**src/rtl/bus_6502_pkg.sv**
```systemverilog
// Shared definitions for the 6502 bus bridge.
//   state_t : bridge FSM states (IDLE, WAIT_ACK, DONE)
//   AW_DEF  : default address width
//   DW_DEF  : default data width
package pkg_6502;

  localparam int unsigned AW_DEF = 16;
  localparam int unsigned DW_DEF = 8;

  typedef enum logic [1:0] {
    IDLE     = 2'd0,
    WAIT_ACK = 2'd1,
    DONE     = 2'd2
  } state_t;

endpackage

```
**src/rtl/clk0_edge.sv**
```systemverilog
// clk0 edge detector: compares clk0 with a copy registered on eclk, so each
// clk0 edge is reported one eclk after it occurs.
//   eclk, ereset_n : system clock, asynchronous active-low reset
//   clk0           : 6502 phase clock (synchronous to eclk)
//   rise, fall     : single-eclk edge pulses
module clk0_edge (
  input  logic eclk,
  input  logic ereset_n,
  input  logic clk0,
  output logic rise,
  output logic fall
);

  logic clk0_d;

  always_ff @(posedge eclk or negedge ereset_n) begin
    if (!ereset_n) clk0_d <= 1'b0;
    else           clk0_d <= clk0;
  end

  assign rise = clk0 & ~clk0_d;
  assign fall = ~clk0 & clk0_d;

endmodule

```
**src/rtl/bus_6502.sv**
```systemverilog
// Bridge from a 6502 core bus to a request/acknowledge memory bus.
// One memory access is launched per clk0 (phi2) rise while the core runs.
//   eclk, ereset_n          : system clock, asynchronous active-low reset
//   clk0, res               : phase clock, core run (active-high run)
//   ab, rw, db_out, db_in   : core address, read strobe, write/read data
//   mem_req .. mem_rdata    : memory request/acknowledge bus
//   cycle_cnt, drop_cnt     : issued / dropped bus cycle counters
//   overrun                 : sticky late-acknowledge flag
module bus_6502
  import pkg_6502::*;
#(
  parameter int unsigned AW = AW_DEF,
  parameter int unsigned DW = DW_DEF
) (
  input  logic          eclk,
  input  logic          ereset_n,
  input  logic          clk0,
  input  logic          res,
  input  logic [AW-1:0] ab,
  input  logic          rw,
  input  logic [DW-1:0] db_out,
  output logic [DW-1:0] db_in,
  output logic          mem_req,
  output logic          mem_we,
  output logic [AW-1:0] mem_addr,
  output logic [DW-1:0] mem_wdata,
  input  logic          mem_ack,
  input  logic [DW-1:0] mem_rdata,
  output logic [31:0]   cycle_cnt,
  output logic          overrun,
  output logic [7:0]    drop_cnt
);

  state_t      state, state_n;
  logic        rise, fall;
  logic        late;      // current access missed its clk0 fall
  logic        start, take_ack, drop, miss;
  logic [31:0] cycle_q;

  assign cycle_cnt = cycle_q;

  clk0_edge u_edge (
    .eclk     (eclk),
    .ereset_n (ereset_n),
    .clk0     (clk0),
    .rise     (rise),
    .fall     (fall)
  );

  always_ff @(posedge eclk or negedge ereset_n) begin
    if (!ereset_n) state <= IDLE;
    else           state <= state_n;
  end

  always_comb begin
    state_n  = state;
    start    = 1'b0;
    take_ack = 1'b0;
    drop     = 1'b0;
    miss     = 1'b0;
    case (state)
      IDLE: begin
        if (rise && res) begin
          start   = 1'b1;
          state_n = WAIT_ACK;
        end
      end
      WAIT_ACK: begin
        if (rise && res) drop = 1'b1;
        if (mem_ack) begin
          take_ack = 1'b1;
          // An ack coinciding with the fall, or arriving after a missed
          // fall, leaves nothing to wait for in DONE.
          state_n  = (fall || late) ? IDLE : DONE;
        end else if (fall) begin
          miss = 1'b1;
        end
      end
      DONE: begin
        if (rise && res) drop = 1'b1;
        if (fall) state_n = IDLE;
      end
      default: state_n = IDLE;
    endcase
  end

  always_ff @(posedge eclk or negedge ereset_n) begin
    if (!ereset_n) begin
      mem_req   <= 1'b0;
      mem_we    <= 1'b0;
      mem_addr  <= '0;
      mem_wdata <= '0;
      db_in     <= '0;
      cycle_q   <= '0;
      drop_cnt  <= '0;
      overrun   <= 1'b0;
      late      <= 1'b0;
    end else begin
      if (start) begin
        mem_req   <= 1'b1;
        mem_we    <= ~rw;
        mem_addr  <= ab;
        mem_wdata <= db_out;
        cycle_q   <= cycle_q + 32'd1;
        late      <= 1'b0;
      end
      if (take_ack) begin
        mem_req <= 1'b0;
        if (!mem_we) db_in <= mem_rdata;
      end
      if (miss) begin
        overrun <= 1'b1;
        late    <= 1'b1;
      end
      if (drop && (drop_cnt != 8'hFF)) drop_cnt <= drop_cnt + 8'd1;
    end
  end

endmodule

```
**config.mk**
```make
export PLATFORM = sky130hd
export DESIGN_NAME = bus_6502
export DESIGN_NICKNAME = d
export VERILOG_FILES = /design/src/rtl/bus_6502_pkg.sv /design/src/rtl/clk0_edge.sv /design/src/rtl/bus_6502.sv
export SDC_FILE = /design/constraint.sdc
export NUM_CORES = 1
export LEC_CHECK = 0
export CELL_PAD_IN_SITES_DETAIL_PLACEMENT = 1
export CELL_PAD_IN_SITES_GLOBAL_PLACEMENT = 1
export CORE_MARGIN = 2
export CORE_UTILIZATION = 30
export CTS_CLUSTER_SIZE = 12
export DETAILED_ROUTE_END_ITERATION = 12
export PLACE_DENSITY_LB_ADDON = 0.1
export RECOVER_POWER = 100
export SETUP_SLACK_MARGIN = 0.05
export SKIP_LAST_GASP = 1
export SYNTH_ARGS = -nofsm -noshare
export SYNTH_HDL_FRONTEND = slang
export SYNTH_SLANG_ARGS = --single-unit
```
**constraint.sdc**
```tcl
create_clock -name eclk -period 1.9 [get_ports eclk]
set_input_delay 0.38 -clock eclk [delete_from_list [all_inputs] [get_ports eclk]]
set_output_delay 0.38 -clock eclk [all_outputs]
set_load 0.01 [all_outputs]
```
* Word level (Yosys, flattened, before mapping)
Cells that the tools add are included.
Storage, ports and cells: register bits after elaboration 79, output and inout port bits 75, word-level logic and storage cells 51
Operators by class: bitwise logic cells 6, mux-type cells 17, reduce and logical (&&, ||, !) cells 9, equality and inequality tests 6, add/sub/neg operators 2
Operators with widths (count):
- adder 32 x 1 -> 32 bit (second input constant) | 1
- two-way mux 1 bit | 12
- adder 8 x 1 -> 8 bit (second input constant) | 1
- two-way mux 2 bit | 4
- != test 8 bit (second input constant) | 1
- != test 2 bit (second input constant) | 3
- one-hot mux 2 bit (3 select lines) | 1
- inverter 1 bit | 4
- nonzero test 2 bit | 2
- AND reduction 3 bit | 1
- bitwise AND 1 bit | 2
- equality test 2 x 1 -> 1 bit (second input constant) | 1
- equality test 2 bit (second input constant) | 1
- logical AND 1 bit | 2
- logical NOT 2 bit | 1
- AND reduction 2 bit | 1
- OR reduction 2 bit | 1
- logical OR 1 bit | 1

* Depth between registers and ports, before layout
Gate-level depths: netlist of run 1.
depth in word-level cells 7, gate-level depth with buffers 7, gate-level depth less buffers 6

* By module
Synthesis of run 1 repeated with hierarchy kept, for this count alone.
Unflattened totals: cell total of the unflattened synthesis 309, area, all modules 3349.5 um2
By module, submodules not included:
- bus_6502 | area each 3309.4 um2, cells an instance 306, instances 1
- clk0_edge | area each 40.0 um2, cells an instance 3, instances 1

* Least setup slack after synthesis of run 1
Ideal clock, no wire load.
path type reg2reg, start reg state[0], end reg cycle_q[17], in the netlist cycle_cnt[17], arrival time 1.650 ns, setup slack 0.124 ns, path buffers 1, stages on the path, launching flop included 8, clock period less this slack 1.776 ns, cell sequence dfrtp_1 inv_1 ha_1 nand4b_1 nor4_2 buf_4 nand4_1 xnor2_1
On the way: longest elaborated chain between the ends 2
RTL lines:
- start, declared | line bus_6502.sv:34 | state_t state, state_n;
- start signal, assigned | line bus_6502.sv:52 | else state <= state_n;
- logical NOT 2 bit | line bus_6502.sv:61 | case (state)
- two-way mux 1 bit | line bus_6502.sv:61
- end signal, assigned | line bus_6502.sv:104 | cycle_q <= cycle_q + 32'd1;
- end, declared | line bus_6502.sv:38 | logic [31:0] cycle_q;
Every way passes these cells. A chain may end at the register's enable or synchronous reset.

* Final worst setup path of run 1
start reg cycle_q[16], in the netlist cycle_cnt[16], end out cycle_cnt[16]
RTL lines:
- end, declared | line bus_6502.sv:29 | output logic [31:0] cycle_cnt,
No word-level cell between the ends.

==> impl_results.md, run 1 <==
- Status: finished clean
- Pre-antenna DRT Iters: 3
- GR Overflow Total: 0
- Ys Warns: 0
- Largest net degree at the start of global routing: 37
- Max_slew headroom: between 30% and 40%
- Die footprint: 12000 um2
- Main combinational cell family by area after synthesis: simple AND/OR/NAND/NOR gates
- Sw Ratio: a little under a third
- GPL Wtd Cong: 0.753
- Worst-path fanout max: 6
- Antenna-violating nets left: 0
- Multiplexer share of the synthesized area: between 3 and 4%
- Layout Nets: 480
- First-pass GRT wire length: 13.8 mm
- Comb pwr share: between 30% and 40%
- ANT cells: 0
- Root buf cell: clkbuf_8
- Post-synthesis sequential area ratio: 59.3%
- Post-synthesis compound-gate area fraction: 1.50%
- Max_cap viols: 0
- Post-layout minimum cycle time: between 1.5 and 2 ns
- GR peak layer: met2
- CTS Buf Count: 9
- WL final: about 8.5 mm
- Layout Skew: 0.0132 ns
- Mapped Nets: around 350
- Internal power: roughly 3.7 mW
- VDD IR max: 0.524 mV
- Post-Synth Simple-Gate Area: ~22%
- Vias per std cell: 4.58
- Max Freq: roughly 0.55 GHz
- Syn avg cell area: around 11 um2
- Clock tree from TritonCTS: done
- Routed via count: around 2700
- Hold Path Class: reg2reg
- Pwr/cell area: roughly 1100 nW/um2
- Slowest CP cell: dlygate4sd3_1
- M2 GR Usage: around 22%
- GR Util met1: approximately 19%
- # H-tree levels: 3
- Wire length per cell: 14.6 um
- Antenna violations before repair: 0
- Crit start category: flip-flop
- Final HPWL DP: 5.98 mm
- XOR/XNOR share of the synthesized area: roughly 10%
- Skew-Pair Late Insertion Delay: roughly 0.36 ns
- Total GRT Usage: between 10% and 20%
- DRC marker count from the first detailed-route iteration: 69
- Flop pwr share: ~44%
- Clock Sinks: between 70 and 80
- Row cnt: 38
- Netlist cell types: 33
- Share of layout cells above drive strength 1: 12.0%
- CP Data Arrival Time: ~1.4 ns
- Critical Path RT: 1.52 ns
- Total leakage power: approximately 2.4 nW
- Hold Vio Cnt, Final: 0
- Slowest stage delay, CP: 0.62 ns
- Post-Synth Adder-Cell Area: approximately 1.9%
- Setup crit end kind: output port
- Period utilization: a little over nine tenths
- Cells after Synth: a little over 300
- Synthesized flop and latch total: 79
- Max Root-Sink Buffers: 2
- Core outline area: roughly 11000 um2
- Met3 Usage GRT: under 10%
- Crit path cell chain: dlygate4sd3_1
- PortBufs: 112
- R2R setup slack: approximately 0.16 ns
- Sw power: approximately 1.7 mW
- Setup Total Neg Slack: 0 ns
- Cells after DPL: about 560
- Area Overhead vs Synth: 48.5%
- Drc violations: 0
- Worst slew pin tran: slightly above 0.9 ns
- Initial core utilization: a little under a third
- Die Wd: between 100 and 150 um
- CP Class: reg2out
- Synthesized cell area: ~3300 um2
- Vias in the first global route: between 2000 and 3000
- Fillers: about 1200
- RSZ-0062 raised after global routing: false
- Non-Filler Instances: just under 600
- Clock power share: between 20% and 30%
- Largest delay share family, worst path: buffers and inverters
- WP buf/inv: 1
- Endpoints failing setup: 0
- Height of the die: between 100 and 150 um
- I/O pin count: about 110
- Worst-path clk slew: 0.09 ns
- Pins Over Slew Limit: 0
[registers in the layout, indices dropped and copies added (netlist names)]
name	cells
state	2
db_in	8
mem_addr	16
cycle_cnt	32
drop_cnt	8
late	1
mem_req	1
mem_wdata	8
overrun	1
u_edge.clk0_d	1
mem_we	1
[layout by cell type, fill, tap and decap left out, types with 3 or more instances in the layout]
cell type / Yosys / routed
nand4_1: 14 / 14
and3_1: 4 / 4
xnor2_1: 27 / 27
dlygate4sd3_1: 0 / 65
clkbuf_4: 0 / 4
buf_4: 1 / 6
nand2_1: 85 / 85
and4_1: 4 / 4
inv_1: 6 / 6
clkbuf_8: 0 / 10
mux2_2: 10 / 10
dfrtp_1: 79 / 75
nor2_1: 9 / 9
nand3_1: 16 / 16
clkdlybuf4s50_1: 0 / 47
ha_1: 5 / 5
clkbuf_2: 0 / 3
dfrtp_2: 0 / 4
xor2_1: 11 / 11
nor3_1: 5 / 5
[repair_timing]
action                                  in CTS  in global routing
resized for setup                            0                  9
pin swaps                                    1                  2
setup buffers                                1                  0
endpoints found under the hold margin       34                  0
hold buffers                                 1                  0
gates cloned                                 0                  2
endpoints found under the setup margin      14                 21
[power by group through the flow]
| stage | combinational [mW] | sequential [mW] | clock [mW] |
|---|---|---|---|
| global route | 1.96 | 2.46 | 1.43 |
| global placement | 1.91 | 2.42 | 0 |
| finish | 1.76 | 2.39 | 1.31 |
| detailed placement | 1.95 | 2.44 | 0 |
| CTS | 1.96 | 2.42 | 1.36 |
| floorplan | 0.565 | 2.62 | 0 |
[final timing paths]
path                               start  cells past startpoint            end
max                        cycle_cnt[16]                      1  cycle_cnt[16]
min                              overrun                      1        overrun
max reg2reg                     state[0]                      8  cycle_cnt[17]
min reg2reg                      overrun                      1        overrun
max in group asynchronous       ereset_n                      3   cycle_cnt[8]
min in group asynchronous       ereset_n                      2    drop_cnt[3]
[cell type report]
| cell class | count | area, um2 | area share [%] |
|---|---|---|---|
| well taps | 140 | 175 | 3.54 |
| repair buffers | 130 | 1250 | 25.4 |
| multi-input cells | 211 | 1310 | 26.4 |
| clock inverters | 6 | 68.8 | 1.39 |
| inverters | 6 | 22.5 | 0.455 |
| flip-flops and latches | 79 | 1980 | 40.1 |
| clock buffers | 10 | 138 | 2.78 |
[layer usage]
layer  routed length [um]  vias up
met3                  729       10
li1                     -     1282
met5                    0        -
met4                  133        0
met1                 3940     1290
met2                 3720       84
[cell usage after synthesis]
| cell type | number | area share (%) |
|---|---|---|
| o211ai_2 | 1 | 0.38 |
| o22ai_1 | 1 | 0.19 |
| and3b_1 | 1 | 0.26 |
| nand4b_1 | 1 | 0.26 |
| o22a_1 | 1 | 0.26 |
| nor4_2 | 2 | 0.75 |
| nand3_1 | 16 | 2.4 |
| and3_1 | 4 | 0.75 |
| and2_1 | 1 | 0.19 |
| and4b_1 | 1 | 0.30 |
| o21ai_0 | 1 | 0.15 |
| ha_1 | 5 | 1.9 |
| dfrtp_1 | 79 | 59 |
| buf_4 | 1 | 0.23 |
| mux2_2 | 10 | 3.4 |
| nor4_4 | 1 | 0.64 |
| xor2_1 | 11 | 2.9 |
| or2_2 | 2 | 0.38 |
| inv_1 | 6 | 0.68 |
| nor3_1 | 5 | 0.75 |
| nand4_1 | 14 | 2.6 |
| nand4_2 | 1 | 0.38 |
| nor3b_1 | 1 | 0.23 |
| nor2b_1 | 1 | 0.19 |
| and4_1 | 4 | 1.1 |
| nand2_1 | 85 | 9.6 |
| buf_2 | 1 | 0.15 |
| nand3b_1 | 2 | 0.45 |
| clkbuf_1 | 6 | 0.68 |
| a21o_1 | 1 | 0.23 |
| nor2_1 | 9 | 1.0 |
| a21oi_1 | 2 | 0.30 |
| xnor2_1 | 27 | 7.1 |
[logic make-up after synthesis]
kind of cell	count (synthesis)
AOI/OAI and AO/OA	7
xor gates and xnor gates	38
adders and majority gates	5
buffers and inverters	14
DFF	79
muxes	10
and+or+nand+nor	151
[metrics by stage]
step,hold slack (ns),cell area (um2),total power [mW],util (%),worst slack [ns]
after global placement,0.378,4710,4.33,43.4,-0.197
after detailed placement,0.379,4710,4.39,43.4,-0.237
final,0.469,4950,5.46,45.6,0.0808
after CTS,0.483,4930,5.74,45.5,0.0594
after global routing,0.495,4950,5.86,45.6,0.0303
after floorplan,0.0844,3330,3.18,-,0.124
Note: power is estimated with default switching activity, not from simulation.
==> run 2, diff against run 1 <==
--- a/config.mk
+++ b/config.mk
@@ -5,7 +5,8 @@
 export SDC_FILE = /design/constraint.sdc
 export NUM_CORES = 1
 export LEC_CHECK = 0
-export CELL_PAD_IN_SITES_DETAIL_PLACEMENT = 1
+export CAP_MARGIN = 20
+export CELL_PAD_IN_SITES_DETAIL_PLACEMENT = 0
 export CELL_PAD_IN_SITES_GLOBAL_PLACEMENT = 1
 export CORE_MARGIN = 2
 export CORE_UTILIZATION = 30
==> run 2 against run 1 <==
Setup slack better by 0.012 ns. Via count down 3.0%. Count of clock-buffer cells in the layout unchanged. Core utilization down 0.31 points. Clock skew up 0.0017 ns. Maximum frequency up 0.69%. Non-clock buffer count down 1. Power down 2.0%. Sequential share of layout area up 0.20 points. First-iteration DRC count down 57%. Sequential cell count unchanged. Critical path type unchanged.
==> impl_results.md, run 2 (same netlist as run 1, synthesis figures left out) <==
- Pre-antenna DRT Iters: 3
- Setup crit end kind: output port
- Clock Sinks: slightly below 80
- Max reg flops: 32
- Slowest stage delay, CP: 0.62 ns
- Antenna-violating nets left: 0
- Worst slew pin tran: between 0.9 and 1 ns
- Final HPWL DP: about 5.5 mm
- Die footprint: 12000 um2
- Setup Total Neg Slack: 0 ns
- First-pass GRT wire length: 13.1 mm
- Clock tree from TritonCTS: done
- Hold Path Class: reg2reg
- Total GRT Usage: ~14%
- Min Hold Slack: between 0.4 and 0.5 ns
- Crit path cell chain: dlygate4sd3_1
- Vias per std cell: around 4.5
- Crit start category: flip-flop
- RSZ-0062 raised after global routing: true
- ANT cells: 0
- Drc violations: 0
- Height of the die: 109 um
- Max_slew headroom: 38.0%
- Row cnt: 38
- Initial core utilization: ~31%
- CP Data Arrival Time: 1.43 ns
- Pins Over Slew Limit: 0
- Antenna violations before repair: 0
- Largest net degree at the start of global routing: 37
- VDD IR max: approximately 0.54 mV
- Routed via count: between 2000 and 3000
- Core Util, Final: around 45%
- WL final: roughly 8.0 mm
- Most common cell after layout, fill and taps aside: nand2_1
- Max Root-Sink Buffers: 2
- Layout Skew: approximately 0.015 ns
- Wire length per cell: around 14 um
- Share of layout cells above drive strength 1: between 10% and 20%
- Dpl cell area: 4710 um2
- CP Class: reg2out
- Endpoints failing setup: 0
- Post-layout minimum cycle time: roughly 1.8 ns
- I/O pin count: about 110
- Final Cell Area: 4910 um2
- Max_cap viols: 0
- Worst-path clk slew: roughly 0.09 ns
- Skew-Pair Late Insertion Delay: about 0.35 ns
- Period utilization: approximately 95%
- Critical Path RT: 1.52 ns
- GR Overflow Total: 0
- Most frequent cells in the layout: nand2_1, dfrtp_1, dlygate4sd3_1, clkdlybuf4s50_1, xnor2_1
- Layout Nets: ~480
- # H-tree levels: 3
- GPL Wtd Cong: roughly 0.75
- Vias in the first global route: around 2600
- Worst-path fanout max: 6
- Die Wd: about 110 um
- DRC marker count from the first detailed-route iteration: 30
- Status: finished clean
- Total power: about 5.3 mW
- Pwr/cell area: ~1100 nW/um2
- Max Freq: around 0.55 GHz
- PortBufs: approximately 110
- CTS Buf Count: 9
- Largest delay share family, worst path: buffers and inverters
- Core outline area: between 10000 and 15000 um2
- Area Overhead vs Synth: 47.5%
- Slowest CP cell: dlygate4sd3_1
- WP buf/inv: 1
- Total leakage power: 2.37 nW
- Hold Vio Cnt, Final: 0
- Root buf cell: clkbuf_8
- Fillers: 1080
==> run 2: cell types whose count changed in the layout (fill, tap and decap cells not counted), moves of 2 or more <==
cell             delta
dfrtp_1             +3
clkbuf_1            +2
clkdlybuf4s50_1     -2
dfrtp_2             -3
==> run 2: power breakdown <==
part	switching (mW)	total (mW)	leakage, nW	internal (mW)
sequential	0.261	2.39	1.03	2.12
clock	0.622	1.23	0.0923	0.603
combinational	0.781	1.74	1.25	0.956
==> run 2: layout make-up <==
type	instances	area (um2)	share of cell area, %
flip-flops and latches	79	1980	40.3
clock buffers	10	128	2.60
clock inverters	5	60.1	1.22
multi-input cells	211	1310	26.6
well taps	140	175	3.57
inverters	6	22.5	0.458
repair buffers	129	1240	25.3
==> run 2: path summary, 6_finish.rpt <==
kind / from / end / slack (ns) / cells after the start
max: cycle_cnt[16] / cycle_cnt[16] / 0.09 / 1
min reg2reg: mem_addr[5] / mem_addr[5] / 0.47 / 2
max in group asynchronous: ereset_n / cycle_cnt[8] / 0.41 / 3
max reg2reg: state[0] / cycle_cnt[6] / 0.16 / 7
min in group asynchronous: ereset_n / drop_cnt[0] / 0.69 / 2
min: mem_addr[5] / mem_addr[5] / 0.47 / 2
==> run 2: metal layers <==
layer,global-route usage [%],part of all wire [%],vias up
li1,-,-,1275
met1,18.8,45,1220
met2,20.1,43,82
met3,6.52,10,10
met4,5.42,1.4,0
met5,0,0,-
==> run 2: stage by stage <==
| stage | std cells | setup slack (ns) |
|---|---|---|
| after floorplan | 304 | 0.124 |
| final | 580 | 0.0932 |
| after global routing | 580 | 0.0309 |
| after global placement | 562 | -0.197 |
| after CTS | 579 | 0.0826 |
| after detailed placement | 562 | -0.207 |
==> run 2: what timing repair did <==
item                                    4_1_cts  5_1_grt
pin swaps                                     0        2
buffers inserted                              1        0
hold buffers                                  1        0
gates resized for setup                       0       11
hold endpoints to repair                     19        0
endpoints found under the setup margin        1       21
cloned                                        0        1
